--- config.mk ---
export PLATFORM = sky130hd
export DESIGN_NAME = cube_arbiter
export DESIGN_NICKNAME = d
export VERILOG_FILES = /design/src/rtl/cube_arbiter.sv
export SDC_FILE = /design/constraint.sdc
export NUM_CORES = 1
export LEC_CHECK = 0
export CAP_MARGIN = 10
export CORE_ASPECT_RATIO = 0.6
export CORE_MARGIN = 2
export CORE_UTILIZATION = 32
export CTS_CLUSTER_DIAMETER = 40
export CTS_CLUSTER_SIZE = 14
export DETAILED_ROUTE_END_ITERATION = 7
export PLACE_DENSITY = 0.67
export RECOVER_POWER = 50
export SYNTH_ARGS = -nofsm -noshare
export SYNTH_HDL_FRONTEND = slang
export SYNTH_SLANG_ARGS = --single-unit
--- constraint.sdc ---
create_clock -name clock -period 6.5 [get_ports clock]
set_input_delay 1.3 -clock clock [delete_from_list [all_inputs] [get_ports clock]]
set_output_delay 1.3 -clock clock [all_outputs]
set_load 0.02 [all_outputs]
--- src/rtl/cube_arbiter.sv ---
// cube_arbiter: round-robin arbiter in front of a shared, fixed-latency cube
// datapath. Issues one operand per cycle and returns results in order, tagged
// with the requester index.
module cube_arbiter #(
    parameter int unsigned N_REQ   = 4,
    parameter int unsigned WIDTH   = 32,
    parameter int unsigned LATENCY = 5
) (
    input  logic                       clock,
    input  logic                       reset_done,
    input  logic                       enable,
    input  logic [N_REQ-1:0]           req,
    input  logic [N_REQ*WIDTH-1:0]     req_num,
    output logic [N_REQ-1:0]           grant,
    output logic                       cube_valid,
    output logic [WIDTH-1:0]           cube_num,
    input  logic [WIDTH-1:0]           cube_result,
    output logic                       rsp_valid,
    output logic [$clog2(N_REQ)-1:0]   rsp_id,
    output logic [WIDTH-1:0]           rsp_data,
    output logic                       idle,
    output logic [15:0]                issue_count
);

    localparam int unsigned ID_W = $clog2(N_REQ);

    localparam logic [1:0] ST_IDLE  = 2'd0;
    localparam logic [1:0] ST_RUN   = 2'd1;
    localparam logic [1:0] ST_DRAIN = 2'd2;

    logic [1:0]       state_q, state_d;
    logic [ID_W-1:0]  ptr_q, ptr_d;
    logic             cube_valid_q, cube_valid_d;
    logic [WIDTH-1:0] cube_num_q, cube_num_d;
    logic [ID_W-1:0]  issue_id_q, issue_id_d;
    logic [LATENCY-1:0] tag_v_q, tag_v_d;
    logic [ID_W-1:0]  tag_id_q [LATENCY];
    logic [ID_W-1:0]  tag_id_d [LATENCY];
    logic             rsp_valid_q, rsp_valid_d;
    logic [ID_W-1:0]  rsp_id_q, rsp_id_d;
    logic [WIDTH-1:0] rsp_data_q, rsp_data_d;
    logic [15:0]      issue_count_q, issue_count_d;

    logic             grant_any;
    logic [ID_W-1:0]  grant_idx;
    logic [ID_W-1:0]  cand;
    logic [WIDTH-1:0] grant_num;
    logic             pipe_empty;

    // Round-robin pick starting at ptr; only while running and enabled.
    always_comb begin
        grant     = '0;
        grant_any = 1'b0;
        grant_idx = '0;
        cand      = '0;
        grant_num = '0;
        if (state_q == ST_RUN && enable) begin
            for (int unsigned k = 0; k < N_REQ; k++) begin
                cand = ptr_q + ID_W'(k);
                if (!grant_any && req[cand]) begin
                    grant_any = 1'b1;
                    grant_idx = cand;
                end
            end
        end
        if (grant_any) begin
            grant[grant_idx] = 1'b1;
        end
        for (int unsigned i = 0; i < N_REQ; i++) begin
            if (ID_W'(i) == grant_idx) begin
                grant_num = req_num[i*WIDTH +: WIDTH];
            end
        end
    end

    // Issue register, tag pipeline, response capture and counters.
    always_comb begin
        ptr_d         = grant_any ? ID_W'(grant_idx + 1'b1) : ptr_q;
        cube_valid_d  = grant_any;
        cube_num_d    = grant_any ? grant_num : cube_num_q;
        issue_id_d    = grant_any ? grant_idx : issue_id_q;
        issue_count_d = grant_any ? issue_count_q + 16'd1 : issue_count_q;

        // Stage 0 follows the issue strobe so the last stage lines up with
        // cube_result LATENCY cycles after cube_num was presented.
        tag_v_d[0]  = cube_valid_q;
        tag_id_d[0] = issue_id_q;
        for (int unsigned i = 1; i < LATENCY; i++) begin
            tag_v_d[i]  = tag_v_q[i-1];
            tag_id_d[i] = tag_id_q[i-1];
        end

        rsp_valid_d = tag_v_q[LATENCY-1];
        rsp_id_d    = tag_v_q[LATENCY-1] ? tag_id_q[LATENCY-1] : rsp_id_q;
        rsp_data_d  = tag_v_q[LATENCY-1] ? cube_result : rsp_data_q;
    end

    assign pipe_empty = !cube_valid_q && !(|tag_v_q);

    // Control FSM: DRAIN lets in-flight work finish before returning to IDLE.
    always_comb begin
        state_d = state_q;
        case (state_q)
            ST_IDLE:  if (enable) state_d = ST_RUN;
            ST_RUN:   if (!enable) state_d = ST_DRAIN;
            ST_DRAIN: begin
                if (enable)          state_d = ST_RUN;
                else if (pipe_empty) state_d = ST_IDLE;
            end
            default:  state_d = ST_IDLE;
        endcase
    end

    // State registers with asynchronous reset.
    always_ff @(posedge clock or posedge reset_done) begin
        if (reset_done) begin
            state_q       <= ST_IDLE;
            ptr_q         <= '0;
            cube_valid_q  <= 1'b0;
            cube_num_q    <= '0;
            issue_id_q    <= '0;
            tag_v_q       <= '0;
            for (int unsigned i = 0; i < LATENCY; i++) begin
                tag_id_q[i] <= '0;
            end
            rsp_valid_q   <= 1'b0;
            rsp_id_q      <= '0;
            rsp_data_q    <= '0;
            issue_count_q <= '0;
        end else begin
            state_q       <= state_d;
            ptr_q         <= ptr_d;
            cube_valid_q  <= cube_valid_d;
            cube_num_q    <= cube_num_d;
            issue_id_q    <= issue_id_d;
            tag_v_q       <= tag_v_d;
            for (int unsigned i = 0; i < LATENCY; i++) begin
                tag_id_q[i] <= tag_id_d[i];
            end
            rsp_valid_q   <= rsp_valid_d;
            rsp_id_q      <= rsp_id_d;
            rsp_data_q    <= rsp_data_d;
            issue_count_q <= issue_count_d;
        end
    end

    assign cube_valid  = cube_valid_q;
    assign cube_num    = cube_num_q;
    assign rsp_valid   = rsp_valid_q;
    assign rsp_id      = rsp_id_q;
    assign rsp_data    = rsp_data_q;
    assign idle        = (state_q == ST_IDLE);
    assign issue_count = issue_count_q;

endmodule

Word-level counts from Yosys, hierarchy flattened
Index checks and enable logic that the tools add are counted.

word-level totals
  output and inout bits = 89
  memories kept = 0
  word-level logic and storage cells = 82
  input port bits = 167
  bits in read-only memories = 0
  flip-flop bits (word level) = 105
  latch bits = 0
  RAM bits = 0

operators by class
  add/sub/neg operators = 5
  divide/modulo/power cells = 0
  bitwise gates (word level) = 0
  equal/unequal tests = 8
  multiply operators = 0
  mux-type cells = 33
  shift operators = 0
  reductions and logical operators = 15
  order comparisons = 6

operators by type and width
  operator                                                    number
  2-to-1 mux 32 bit                                           4
  2-to-1 mux 2 bit                                            9
  adder 16 x 1 -> 16 bit, second input constant               1
  less-than comparator 2 x 3 -> 1 bit, second input constant  5
  2-to-1 mux 1 bit                                            13
  binary-select mux 1 bit (select 2 bit)                      4
  logical AND 1 bit                                           6
  one-hot mux 2 bit (3 select lines)                          1
  logical NOT 1 bit                                           5
  OR reduction 5 bit                                          1
  adder 2 x 1 -> 2 bit, second input constant                 2
  adder 2 bit, second input constant                          2
  equality test 2 bit, first input constant                   2
  logical NOT 2 bit                                           2
  2-to-1 mux 4 bit                                            1
  != test 2 bit, second input constant                        2
  != test 3 bit, second input constant                        1
  AND reduction 3 bit                                         1
  demux 1 bit (select 2 bit)                                  1
  equality test 1 x 2 -> 1 bit, first input constant          1
  equality test 2 x 1 -> 1 bit, second input constant         1
  equality test 2 bit, second input constant                  1
  >= comparator 2 x 1 -> 1 bit, second input constant         1

Logic depth before layout (Yosys ltp)
Gate-level depths: netlist of the first run.

  depth after elaboration = 21
  mapped depth = 11
  mapped depth without buffers = 9

Worst setup path after synthesis of the first run
OpenSTA, ideal clock, no wires.

  kind = input to output
  start = input req[0]
  end = output grant[3]
  cell stages on the path = 8
  buffers on the path = 2
  data arrival time = 3.100 ns
  slack = 2.100 ns
  cells stage by stage = nand2b_1 > a211o_1 > a221o_1 > inv_1 > ha_1 > clkbuf_1 > clkbuf_1 > and2_1

between the ends
  cells in the longest elaborated chain, start to end = 21

RTL lines
  item                                                                                                              RTL line  text
  start: declaration                                                                                                12        input logic [N_REQ-1:0] req,
  binary-select mux 1 bit (select 2 bit)                                                                            60        if (!grant_any && req[cand]) begin
  2-to-1 mux 1 bit (not written as such)                                                                            60
  2-to-1 mux 1 bit                                                                                                  60
  2-to-1 mux 1 bit                                                                                                  57        if (state_q == ST_RUN && enable) begin
  logical NOT 1 bit                                                                                                 60
  logical AND 1 bit                                                                                                 60
  2-to-1 mux 1 bit                                                                                                  60
  2-to-1 mux 1 bit                                                                                                  57
  (+6 left out)                                                                                                     --
  2-to-1 mux 2 bit *                                                                                                60
  2-to-1 mux 2 bit *                                                                                                57
  net grant_idx[1]                                                                                                  45        logic [ID_W-1:0] grant_idx;
  less-than comparator 2 x 3 -> 1 bit (not written as such) / >= comparator 2 x 1 -> 1 bit (equally long branches)  67        grant[grant_idx] = 1'b1;
  logical AND 1 bit (not written as such)                                                                           67
  2-to-1 mux 1 bit (not written as such)                                                                            67
  demux 1 bit (select 2 bit) *                                                                                      67
  2-to-1 mux 4 bit *                                                                                                66        if (grant_any) begin
  end: declaration                                                                                                  14        output logic [N_REQ-1:0] grant,

Mark *: on every way through the listed nets, which the timed path passes. The rest lies on a longest branch. The select of a mux whose other input is x is not followed.

Final worst setup path of the first run
  start = input req[1]
  end = output grant[2]

between the ends
  cells in the longest elaborated chain, start to end = 21

RTL lines
  item                                                                                                              RTL line
  binary-select mux 1 bit (select 2 bit)                                                                            60
  2-to-1 mux 1 bit (not written as such)                                                                            60
  2-to-1 mux 1 bit                                                                                                  60
  2-to-1 mux 1 bit                                                                                                  57
  logical NOT 1 bit                                                                                                 60
  logical AND 1 bit                                                                                                 60
  2-to-1 mux 1 bit                                                                                                  60
  2-to-1 mux 1 bit                                                                                                  57
  (+5 left out)                                                                                                     --
  logical AND 1 bit                                                                                                 60
  2-to-1 mux 2 bit                                                                                                  60
  2-to-1 mux 2 bit                                                                                                  57
  less-than comparator 2 x 3 -> 1 bit (not written as such) / >= comparator 2 x 1 -> 1 bit (equally long branches)  67
  logical AND 1 bit (not written as such)                                                                           67
  2-to-1 mux 1 bit (not written as such)                                                                            67
  demux 1 bit (select 2 bit)                                                                                        67
  2-to-1 mux 4 bit *                                                                                                66

Mark *: on every way between the ends. The rest lies on a longest branch, timed or not. The select of a mux whose other input is x is not followed.

==> results.ini, run 1 <==
[outcome]
status=complete, but fails checks
failed_checks=capacitance limit, slew limit

[synthesis]
yosys_warnings=0
synthTopCellsByArea=dfrtp_1, mux2_2, a211o_1
async_flop_share_pct=100
synthesis.nets=624
synth-seq-area-share_pct=53.6
synthCells=452
ys_types=41
syn_area_um2=4910
synthFlopType=dfrtp_1
synth_top_cell_area_share_pct=53.6
synth_seq_cells=105
synth_top_area_cell=dfrtp_1
synth.avg_cell_area_um2=10.9
synth-edff-count=0

[cts]
cts_tree=done
numCtsBuffers=9
clk_pin_slew_ns=0.08
htree_levels=3
cts-hold-fix-buffers=0
cts_root_buffer=clkbuf_16
clk_latency_ns=0.35
cts_resized=0
clock_path_buffers=2
postCtsSetupRepairBufs=0
cts_sinks=105

[place]
dp.cells=881
gp_congestion=0.818
port_buffers=255
place_ws_ns=1.34
dp_hpwl_um=11300
dpl_cell_area_um2=7650

[sta]
period_minus_slack_ns=5.22
hold_violations=0
worst_slew_pin_slew_ns=1.82
fin_crit_sh_pct=80.3
tns_ns=0
slew_violations=36
max_freq_mhz=192
timing.final.ws_setup_ns=1.28
finalClockSkew_ns=0.0121
finalSetupViolCount=0
relSlewSlack_pct=-21.5
rsz0062_at_grt=no

[worst_setup_path]
r2r_cells=10
critPathMaxStageDelay_ns=0.90
crit_fanout=22
crit_path_end_kind=primary output
cp.required_ns=5.20
crit_path_top_delay_cell=nor4_1
path_cells=dlygate4sd3_1 -> nor4_1 -> nor2_4 -> and2_1 -> clkdlybuf4s50_1
r2r_slack_ns=3.48
arrival_ns=3.92
regToRegEndpoint=cube_num[4]
rr_startpoint=ptr_q[1]
critPathKind=in2out
start_kind=input pin

[min_path]
hold_depth=0
worstHoldStart=tag_id_d[5]
holdCritPathClass=reg2reg
hold_end=tag_id_d[3]

[final_layout]
stdcell_area_um2=7920
fill_cells=1302
diodes=0
drive_above_1_share_pct=9.16
nNetsFinal=866
area_growth_pct=61.3
instances_no_fill=897

[detailed_routing]
dr_wl_met3_um=1320
vias_per_cell=4.93
wl_met2_um=6740
wire_per_inst_um=16.6
drt-met1-wl_um=6670
drt-initial-drc-count=167
drtPass1Iterations=5
ant_nets=0
drc=0
top_layer=met4
vias=4418
totalWireLength_um=14900

[grt]
grt.total_usage_pct=18.1
grt_pass1_vias=4411
antenna_found_initial=0
grt_max_degree=72
grt_overflow=0
grt_pass1_wl_um=23000

[power_and_ir_drop]
leakage_nw=3.34
finalPower_mw=2.27
ir_drop_v=0.000154
p_per_area_nw_per_um2=286

[die]
die_w_um=164
ios=256
die-area_um2=16400
core_area_um2=14700
die_h_um=99.9
start_util_pct=33.3
num_rows=34

[job]
maxCapViolCount=2

[through the flow]
stage / utilization, % / hold slack (ns)
2_1_floorplan: - / 0.331
3_3_place_gp: 52.0 / 0.336
3_5_place_dp: 52.0 / 0.336
4_1_cts: 54.0 / 0.345
5_1_grt: 53.8 / 0.347
6_report: 53.8 / 0.345
[where the power goes]
group / leakage [nW] / total [mW] / switching [mW] / internal, mW
Sequential: 1.26 / 0.903 / 0.0901 / 0.813
Combinational: 1.94 / 0.837 / 0.405 / 0.431
Clock: 0.142 / 0.526 / 0.256 / 0.270
Total: 3.34 / 2.27 / 0.752 / 1.51
[flip-flops by register name, summed over array words and instances, names as in the netlist]
| signal | count |
|---|---|
| cube_num | 32 |
| cube_valid | 1 |
| issue_count | 16 |
| issue_id_q | 2 |
| ptr_q | 2 |
| rsp_data | 32 |
| rsp_id | 2 |
| rsp_valid | 1 |
| state_q | 2 |
| tag_id_d | 8 |
| tag_id_q | 2 |
| tag_v_q | 5 |
[logic make-up (layout without fill, tap and decap cells)]
logic type / Yosys count / count (layout) / share of synthesized area (%)
buf+inv: 69 / 316 / 5.56
xor+xnor: 15 / 15 / 2.68
mux: 36 / 36 / 8.26
compound gates: 114 / 114 / 18.0
fa+ha+maj: 5 / 5 / 1.28
simple gates: 108 / 108 / 10.7
flops: 105 / 105 / 53.6
[critical path: cells and delay by family]
family | cells | cell delay [ns]
and+or+nand+nor | 3 | 1.43
buffers and inverters | 2 | 1.17
[area by class of cell]
cell class	count	area (µm²)	area share, %
Timing Repair Buffer	264	2620	33.1
Multi-Input combinational cell	278	2000	25.2
Sequential cell	105	2630	33.2
Inverter	36	136	1.72
Tap cell	198	248	3.13
Clock buffer	10	229	2.89
Clock inverter	6	62.6	0.790
[cell usage after synthesis, types with 2 or more instances]
cell type and instances:
a221oi_1 31, inv_1 36, xor2_1 4, nor2b_1 2, a211o_1 32, buf_1 4, clkbuf_1 18, o31ai_1 2
o21bai_1 2, mux2_2 35, a31oi_1 31, a21oi_1 4, nor2_1 37, o21ai_0 3, buf_2 11, nor3_2 2
nand2_1 42, nand3_1 5, ha_1 5, xnor2_1 11, and2_1 6, and4_1 4, and3_1 2, nand4_1 2
dfrtp_1 105
[metal layers]
metal | vias up | track usage [%]
li1 | 2111 | -
met1 | 2132 | 24.1
met2 | 165 | 28.2
met3 | 10 | 6.86
met4 | 0 | 3.91
met5 | - | 0
[layout by cell type, fill, tap and decap left out, types with 8 or more instances in the layout]
cell and n:
buf_4 8, nand2_1 42, xnor2_1 11, nor2_1 36
a211o_1 32, a221oi_1 31, inv_1 35, dfrtp_1 105
a31oi_1 31, clkbuf_16 9, mux2_2 34, clkdlybuf4s50_1 198
dlygate4sd3_1 57
[worst max-delay path by stage]
stage,from,to,slack [ns],depth (start not counted)
after floorplan,req[0],grant[3],2.10,8
after global placement,req[1],grant[2],1.41,8
after detailed placement,req[1],grant[2],1.34,8
after CTS,req[1],grant[2],1.32,8
after global routing,req[1],grant[0],1.14,5
final,req[1],grant[2],1.28,5
Note: power is estimated with default switching activity, not from simulation.
==> run 2, diff against run 1 <==
PLACE_DENSITY = 0.7   (was 0.67)
clock period = 4.7 ns   (was 6.5 ns; I/O delays follow)
==> run 2 against run 1 <==
The flow still finishes with violations (capacitance limit, slew limit). Sequential power rose by 40%. Critical endpoint is now grant[3]. First-iteration DRC count rose by 36%. Core utilization rose by 0.24 points. Highest routed layer unchanged. Via count rose by 0.48%. Cell area rose by 0.44%.
==> results.ini, run 2 (synthesis results as in run 1) <==
[place]
gp_congestion=0.821  ; +0.37%
dp_hpwl_um=11300  ; -0.17%
port_buffers=255  ; unchanged

[cts]
cts_sinks=105  ; unchanged
clk_latency_ns=0.34  ; about the same
cts_tree=done
cts_root_buffer=clkbuf_16
numCtsBuffers=9  ; unchanged
cts-hold-fix-buffers=0  ; unchanged
htree_levels=3  ; unchanged
cts_resized=0  ; unchanged
clk_pin_slew_ns=0.07  ; about the same
clock_path_buffers=2  ; unchanged
postCtsSetupRepairBufs=0  ; unchanged

[power_and_ir_drop]
finalPower_mw=3.21  ; +42%
p_per_area_nw_per_um2=404  ; +41%
leakage_nw=3.34  ; about the same
ir_drop_v=0.000195  ; +27%

[sta]
rsz0062_at_grt=no
slew_violations=105  ; +190%
hold_violations=0  ; unchanged
period_minus_slack_ns=4.43
finalClockSkew_ns=0.00902  ; -0.00304 ns
fin_crit_sh_pct=94.2
max_freq_mhz=226
worst_slew_pin_slew_ns=1.95  ; +0.126 ns
tns_ns=0  ; unchanged
relSlewSlack_pct=-29.9  ; -8.4 points
finalSetupViolCount=0  ; unchanged

[worst_setup_path]
crit_fanout=6  ; -73%
cp_num_buf_inv=3  ; +1
r2r_slack_ns=1.63  ; -1.85 ns
crit_path_top_delay_cell=clkdlybuf4s50_1
path_cells=clkdlybuf4s50_1 -> nand2b_1 -> a211o_1 -> a221o_1 -> inv_1 -> ha_2 -> and2_1 -> clkdlybuf4s50_1
r2r_cells=12  ; +2
setup.worst_path.end=grant[3]
rr_startpoint=ptr_q[0]
start_kind=input pin
cp.depth=8  ; +3
cp.required_ns=3.76  ; -1.44 ns
critPathMaxStageDelay_ns=0.60  ; -0.30 ns
arrival_ns=3.49  ; -0.43 ns
regToRegEndpoint=cube_num[29]
cpMostUsedCell=clkdlybuf4s50_1
critical-path-top-delay-family=buffers and inverters
crit_path_start=req[0]
crit_path_end_kind=primary output
critPathKind=in2out

[grt]
antenna_found_initial=1  ; +1
grt_overflow=0  ; unchanged
grt_pass1_wl_um=22900  ; -0.57%
grt.total_usage_pct=17.9  ; -0.14 points
grt_max_degree=65  ; -9.7%
grt_pass1_vias=4448  ; +0.84%

[outcome]
failed_checks=capacitance limit, slew limit
status=complete, but fails checks

[die]
core_area_um2=14700  ; unchanged
die_w_um=164  ; unchanged
die_h_um=99.9  ; unchanged
ios=256  ; unchanged
num_rows=34  ; unchanged
die-area_um2=16400  ; unchanged
start_util_pct=33.3  ; unchanged

[final_layout]
layout_commonest_cell=clkdlybuf4s50_1
layout_common_cells=clkdlybuf4s50_1, dfrtp_1, nand2_1
area_growth_pct=62.1
multi_input_comb_area_um2=2020  ; +1.3%
seqCellArea_um2=2630  ; unchanged
nNetsFinal=867  ; +0.12%
final_util_pct=54.0  ; +0.24 points
fill_cells=1311  ; +0.69%
drive_above_1_share_pct=9.71  ; +0.56 points

[detailed_routing]
wire_per_inst_um=16.6  ; +0.30%
vias_per_cell=4.94  ; +0.25%
vias=4439  ; +0.48%
drtPass1Iterations=5  ; unchanged
drt-initial-drc-count=227  ; +36%
drc=0  ; unchanged
totalWireLength_um=14900  ; +0.52%
ant_nets=0  ; unchanged

[min_path]
holdCritPathClass=reg2reg

[job]
maxCapViolCount=3  ; +1

==> run 2: cell count changes in the layout (fill, tap and decap cells not counted), moves of 2 or more <==
| cell | change |
|---|---|
| nor3_1 | -2 |
| dlygate4sd3_1 | -55 |
| clkbuf_8 | +2 |
| clkdlybuf4s50_1 | +55 |
| nor3_2 | +2 |
==> run 2: where the power goes <==
part           leakage [nW]  internal (mW)  total, mW  switching (mW)
Clock                 0.144          0.396      0.739           0.342
Sequential             1.26           1.12       1.26           0.135
Combinational          1.93          0.642       1.21           0.568
Total                  3.34           2.16       3.21            1.05
==> run 2: final cells by class <==
type	instances	share of cell area, %
Sequential cell	105	33.1
Clock buffer	11	3.18
Timing Repair Buffer	265	32.9
Inverter	36	1.72
Clock inverter	5	0.567
Multi-Input combinational cell	278	25.4
Tap cell	198	3.12
Antenna cell	1	0.0315
==> run 2: how the worst min path moves through the flow <==
stage                 from  cells past startpoint          end
2_1_floorplan  tag_id_d[2]                      0  tag_id_d[0]
3_3_place_gp   tag_id_d[7]                      0  tag_id_d[5]
3_5_place_dp   tag_id_d[7]                      0  tag_id_d[5]
4_1_cts        tag_id_d[7]                      0  tag_id_d[5]
5_1_grt        tag_id_d[3]                      0  tag_id_d[1]
6_report       tag_id_d[7]                      0  tag_id_d[5]
==> run 2: through the flow <==
stage	worst slack (ns)	instances	hold slack, ns	instance area [µm²]
after floorplan	0.999	452	0.331	4910
after global placement	0.365	882	0.333	7660
after detailed placement	0.303	882	0.335	7660
after CTS	0.280	898	0.351	7960
after global routing	0.129	898	0.351	7950
final	0.270	899	0.349	7950
==> run 2: metal layers <==
| layer | vias up | part of all wire (%) | routed length [µm] | track usage (%) |
|---|---|---|---|---|
| li1 | 2112 | - | - | - |
| met1 | 2153 | 44 | 6640 | 23.7 |
| met2 | 165 | 46 | 6950 | 29.0 |
| met3 | 9 | 8.5 | 1270 | 5.91 |
| met4 | 0 | 0.54 | 80 | 3.71 |
| met5 | - | 0 | 0 | 0 |
==> run 3, diff against run 2 <==
TNS_END_PERCENT = 10   (was unset)
==> results of run 3 <==
The final DEF is identical to that of run 2; final timing and power are the same.
